===== src/rtl/ram_arbiter.sv =====
// ram_arbiter: shares a single-port 16-bit RAM between port A (CPU bus) and
// port B (DMA/loader).
//
// Every access is a 3-cycle transaction: IDLE (grant and latch the request
// onto the RAM pins), ACCESS (the RAM samples at the closing edge) and
// RESPOND (return read data, pulse ready). Because read data is taken in
// RESPOND, the RAM's 1-cycle registered read latency is invisible to the
// requesters. Write masks are active-low per byte and pass through unchanged.
//
// Ports:
//   clk, reset            clock; asynchronous active-low reset
//   x_req                 level request, held until x_ready (x = a or b)
//   x_we                  1 = write, 0 = read
//   x_address             byte address (bit 0 ignored by the RAM)
//   x_data_in             write data
//   x_write_mask          active-low: bit0 masks [15:8], bit1 masks [7:0]
//   x_data_out            read data, valid while x_ready = 1
//   x_ready               one-cycle completion pulse
//   ram_*                 RAM address / write data / mask / write enable
//   ram_data_out          RAM read data (registered, 1-cycle latency)
//   busy                  high while a transaction is in flight
//
// Parameters:
//   FIXED_PRIORITY        0 = round-robin on ties, 1 = A always wins ties
//   ADDRESS_WIDTH         byte address width
module ram_arbiter #(
  parameter bit          FIXED_PRIORITY = 1'b0,
  parameter int unsigned ADDRESS_WIDTH  = 12
) (
  input  logic                     clk,
  input  logic                     reset,

  input  logic                     a_req,
  input  logic                     a_we,
  input  logic [ADDRESS_WIDTH-1:0] a_address,
  input  logic [15:0]              a_data_in,
  input  logic [1:0]               a_write_mask,
  output logic [15:0]              a_data_out,
  output logic                     a_ready,

  input  logic                     b_req,
  input  logic                     b_we,
  input  logic [ADDRESS_WIDTH-1:0] b_address,
  input  logic [15:0]              b_data_in,
  input  logic [1:0]               b_write_mask,
  output logic [15:0]              b_data_out,
  output logic                     b_ready,

  output logic [ADDRESS_WIDTH-1:0] ram_address,
  output logic [15:0]              ram_data_in,
  output logic [1:0]               ram_write_mask,
  output logic                     ram_write_enable,
  input  logic [15:0]              ram_data_out,

  output logic                     busy
);

  typedef enum logic [1:0] {StIdle, StAccess, StRespond} state_e;

  state_e state_q;
  logic   grant_b_q;       // owner of the transaction in flight (1 = B)
  logic   last_grant_b_q;  // owner of the most recently completed transaction
  logic   we_q;            // kept after ram_write_enable drops, selects read return

  logic   a_eligible;
  logic   b_eligible;
  logic   pick_b;

  // A port is not eligible in the cycle its ready pulse is visible; the
  // requester only learns about completion then, so a still-high req in that
  // cycle is stale. The other port may be granted in that same cycle.
  always_comb begin
    a_eligible = a_req & ~a_ready;
    b_eligible = b_req & ~b_ready;
    pick_b     = b_eligible & (~a_eligible | (~FIXED_PRIORITY & ~last_grant_b_q));
  end

  always_ff @(posedge clk or negedge reset) begin
    if (!reset) begin
      state_q          <= StIdle;
      grant_b_q        <= 1'b0;
      last_grant_b_q   <= 1'b1;  // A wins the first tie after reset
      we_q             <= 1'b0;
      a_ready          <= 1'b0;
      b_ready          <= 1'b0;
      a_data_out       <= '0;
      b_data_out       <= '0;
      ram_address      <= '0;
      ram_data_in      <= '0;
      ram_write_mask   <= 2'b11;
      ram_write_enable <= 1'b0;
      busy             <= 1'b0;
    end else begin
      a_ready <= 1'b0;
      b_ready <= 1'b0;

      unique case (state_q)
        StIdle: begin
          if (a_eligible || b_eligible) begin
            grant_b_q        <= pick_b;
            we_q             <= pick_b ? b_we : a_we;
            ram_address      <= pick_b ? b_address : a_address;
            ram_data_in      <= pick_b ? b_data_in : a_data_in;
            ram_write_mask   <= pick_b ? b_write_mask : a_write_mask;
            ram_write_enable <= pick_b ? b_we : a_we;
            busy             <= 1'b1;
            state_q          <= StAccess;
          end
        end

        // The RAM performs the write or captures read data at this edge.
        StAccess: begin
          ram_write_enable <= 1'b0;
          state_q          <= StRespond;
        end

        StRespond: begin
          if (grant_b_q) begin
            b_ready <= 1'b1;
            if (!we_q) begin
              b_data_out <= ram_data_out;
            end
          end else begin
            a_ready <= 1'b1;
            if (!we_q) begin
              a_data_out <= ram_data_out;
            end
          end
          last_grant_b_q <= grant_b_q;
          busy           <= 1'b0;
          state_q        <= StIdle;
        end

        default: begin
          ram_write_enable <= 1'b0;
          busy             <= 1'b0;
          state_q          <= StIdle;
        end
      endcase
    end
  end

endmodule


===== config.mk =====
export PLATFORM = sky130hd
export DESIGN_NAME = ram_arbiter
export DESIGN_NICKNAME = d
export VERILOG_FILES = /design/src/rtl/ram_arbiter.sv
export SDC_FILE = /design/constraint.sdc
export NUM_CORES = 1
export LEC_CHECK = 0
export BUFFER_PORTS_ARGS = -buffer_cell sky130_fd_sc_hd__buf_4
export CAP_MARGIN = 10
export CORE_MARGIN = 2
export CORE_UTILIZATION = 40
export DETAILED_ROUTE_END_ITERATION = 8
export PLACE_DENSITY = 0.74
export SETUP_SLACK_MARGIN = 0.15
export SLEW_MARGIN = 20
export SYNTH_ARGS = -nofsm -noshare
export SYNTH_HDL_FRONTEND = slang
export SYNTH_SLANG_ARGS = --single-unit

===== constraint.sdc =====
create_clock -name clk -period 1.8 [get_ports clk]
set_clock_uncertainty 0.2 [all_clocks]
set_input_delay 0.09 -clock clk [delete_from_list [all_inputs] [get_ports clk]]
set_output_delay 0.09 -clock clk [all_outputs]
set_load 0.02 [all_outputs]

==> impl_summary.log <==
[metrics] run status: finished, final reports clean
[metrics] first-pass iteration count of the detailed router: 4
[metrics] Worst setup EP type: flop
[metrics] most common flop cell mapped by yosys: dfrtp_1
[metrics] clock input transition at the sequential cells of the worst setup and hold paths: 70 ps
[metrics] post-synth net total: 311
[metrics] area of the placeable core: 0.00721 sq mm
[metrics] area share of the largest cell type after synthesis: 57.7%
[metrics] die extent in y: 89.9 um
[metrics] Vias: 2,775
[metrics] # clock sinks: 71
[metrics] number of H-tree levels: 3
[metrics] placed wire-length estimate: 5370 um
[metrics] via density per instance: 4.79
[metrics] endpoints failing setup: 0
[metrics] most common cell after layout, fill and taps aside: buf_4
[metrics] required time of the critical path: 1820 ps
[metrics] # nets final: 556
[metrics] number of register bits inferred by synthesis: 71
[metrics] worst supply voltage drop on vdd: 0.000882 V
[metrics] Setup TNS: 0 ps
[metrics] Netlist Area Pre-Place: 0.00295 sq mm
[metrics] period utilisation layout: 93.6%
[metrics] Syn. warnings: 0
[metrics] total routing usage reported by global routing: 23.9%
[metrics] total of buffers placed on input and output ports: 147
[metrics] unrepaired setup endpoints after global routing: true
[metrics] Leakage: 0.00265 uW
[metrics] # IOs: 148
[metrics] cell taking the most area after synthesis: dfrtp_1
[metrics] top library cells by usage in the layout, fill and taps aside: 153 x buf_4, 80 x dlygate4sd3_1, 65 x dfrtp_1
[metrics] Worst-Margin Slew: 454 ps
[metrics] area growth from synthesis to layout: 87.7%
[metrics] die boundary width: 89.9 um
[metrics] Clock Tree Buf Depth: 2
[metrics] crit path DAT: 1710 ps
[metrics] Power per Cell Area: 1610 mW/mm^2
[metrics] TritonCTS clock tree: done
[metrics] fraction of synthesis flops using an asynchronous set or reset pin: 100%
[metrics] met3 track utilization from global routing: 4.78%
[metrics] CTS buffer count: 9
[metrics] final core occ: 76.8%
[metrics] weighted congestion at the end of routability-driven global placement: 0.701
[metrics] worst setup slack after layout: 115 ps
[metrics] Slew Limit Fails: 0
[metrics] max-capacitance violation count: 0
[metrics] via count of the first global-routing pass: 2,861
[metrics] share of synthesized area occupied by flip-flops and latches: 60.3%
[metrics] first-pass GRT wire length: 15,000 um
[metrics] met2 capacity usage during global routing: 45.6%
[metrics] number of hold violations in the final report: 0
[metrics] FP Rows: 31
[metrics] fraction of final layout cells sized beyond drive strength 1: 49.5%
[metrics] Post-synth EDFFs: 0
[metrics] number of cells produced by synthesis: 229
[metrics] Synth area leaders: dfrtp_1 58%, mux2_2 12%, mux2i_1 11%, nand2_1 4.2%, o21ai_1 3.9%
[metrics] maximum fanout count along the critical path: 16
[metrics] worst setup slack after placement: 108 ps
[metrics] met1 routing resource usage after global routing: 24.5%
[metrics] full die area: 0.00808 sq mm
[metrics] Iteration-0 DRC Markers: 80
[metrics] count of cell types in the netlist: 24
[metrics] maximum clock frequency: 0.593 GHz
[metrics] critical setup path kind: reg2reg
[metrics] largest net degree at the start of global routing: 40
[metrics] antenna viol nets, final: 0
[metrics] launching element type of the critical path: flop
[metrics] overflow left after global routing: 0
[metrics] root cell of the clock tree: clkbuf_8
[metrics] Routed wire per std cell: 17.6 um
[metrics] register-to-register path setup slack: 110 ps
[metrics] type of the tightest min-delay check: in2reg
[metrics] minimum clock period: 1690 ps
[metrics] latest clock arrival within the worst-skew pair: 340 ps
[metrics] overall power: 8910 uW
[metrics] total length of routed wires: 10,200 um
[metrics] Most Used Layer, Global Route: met2
[metrics] antenna violations before repair: 1
[metrics] worst relative slew slack: 69.7%
[metrics] number of remaining DRC errors: 0
[metrics] average instance area after synthesis: 12.9 sq um
[metrics] initial core utilization: 40.9%
-- per-layer routing --
metal / routed length (um) / share of wire [%]
met5: 0 / 0
met4: 520 / 5.1
met3: 432 / 4.2
met2: 5510 / 54
met1: 3730 / 37
-- cell families (layout without fill, tap and decap cells) --
logic type | count (synthesis) | count (layout) | share of synthesized area (%)
flops | 71 | 71 | 60.3
mux | 64 | 64 | 23.1
simple gates | 42 | 42 | 6.74
compound gates | 36 | 36 | 6.87
buf+inv | 16 | 266 | 2.97
other cells | 0 | 1 | 0
-- stage by stage --
stage,cells,hold WS (ps),instance area [sq um]
2_1_floorplan,229,-406,2970
3_3_place_gp,471,-139,4260
3_5_place_dp,471,-129,4260
4_1_cts,569,0.958,5290
5_1_grt,579,46.4,5540
6_report,579,14.1,5540
-- worst max-delay path, cell delays in order, from the launching register on --
cell	delay, ps
dfrtp_2	440
nand3b_1	250
nor2_4	150
buf_12	170
mux2_2	350
-- final timing paths --
path,startpoint,endpoint,cells past startpoint
worst min register to register,ram_write_mask[1],ram_write_mask[1],2
worst min-delay path,b_req,ram_write_enable,4
min in group asynchronous,reset,b_data_out[11],2
worst max register to register,state_q[0],b_data_out[15],4
worst max-delay path,state_q[0],b_data_out[15],4
max in group asynchronous,reset,last_grant_b_q,3
-- cell usage after synthesis, drive strengths merged (3+ instances only) --
library cell / number
dfstp: 3
dfrtp: 68
mux2: 33
o21ai: 32
buf: 11
nand2b: 3
nand2: 33
inv: 4
nor2: 3
mux2i: 31
-- report_power, final --
| part | leakage, uW | internal, uW | switching (uW) | total [uW] |
|---|---|---|---|---|
| combinational | 0.00169 | 2310 | 2300 | 4610 |
| clock | 0.000102 | 776 | 597 | 1370 |
| sequential | 0.000857 | 2420 | 514 | 2930 |
| total | 0.00265 | 5500 | 3410 | 8910 |
-- flip-flops by register name, summed over array words and instances, names as in the netlist --
name	cells
grant_b_q	1
a_ready	1
ram_address	12
ram_write_enable	1
ram_data_in	16
ram_write_mask	2
b_data_out	16
we_q	1
busy	1
state_q	2
a_data_out	16
last_grant_b_q	1
b_ready	1
-- what timing repair did --
item | CTS | global route
hold buffers | 80 | 0
setup buffers | 2 | 6
setup endpoints to repair | 30 | 65
gates resized for setup | 2 | 30
pin swaps | 0 | 3
endpoints found under the hold margin | 134 | 0
gates cloned | 0 | 3
-- layout make-up --
class                      instances  area (sq um)
timing repair buffer             246          2190
sequential                        71          1780
fill                             471          1670
multi-input combinational        142          1210
clock buffer                      10           128
tap                               99           124
clock inverter                     6          85.1
inverter                           4          15.0
antenna                            1          2.50
Note: power is estimated with default switching activity, not from simulation.
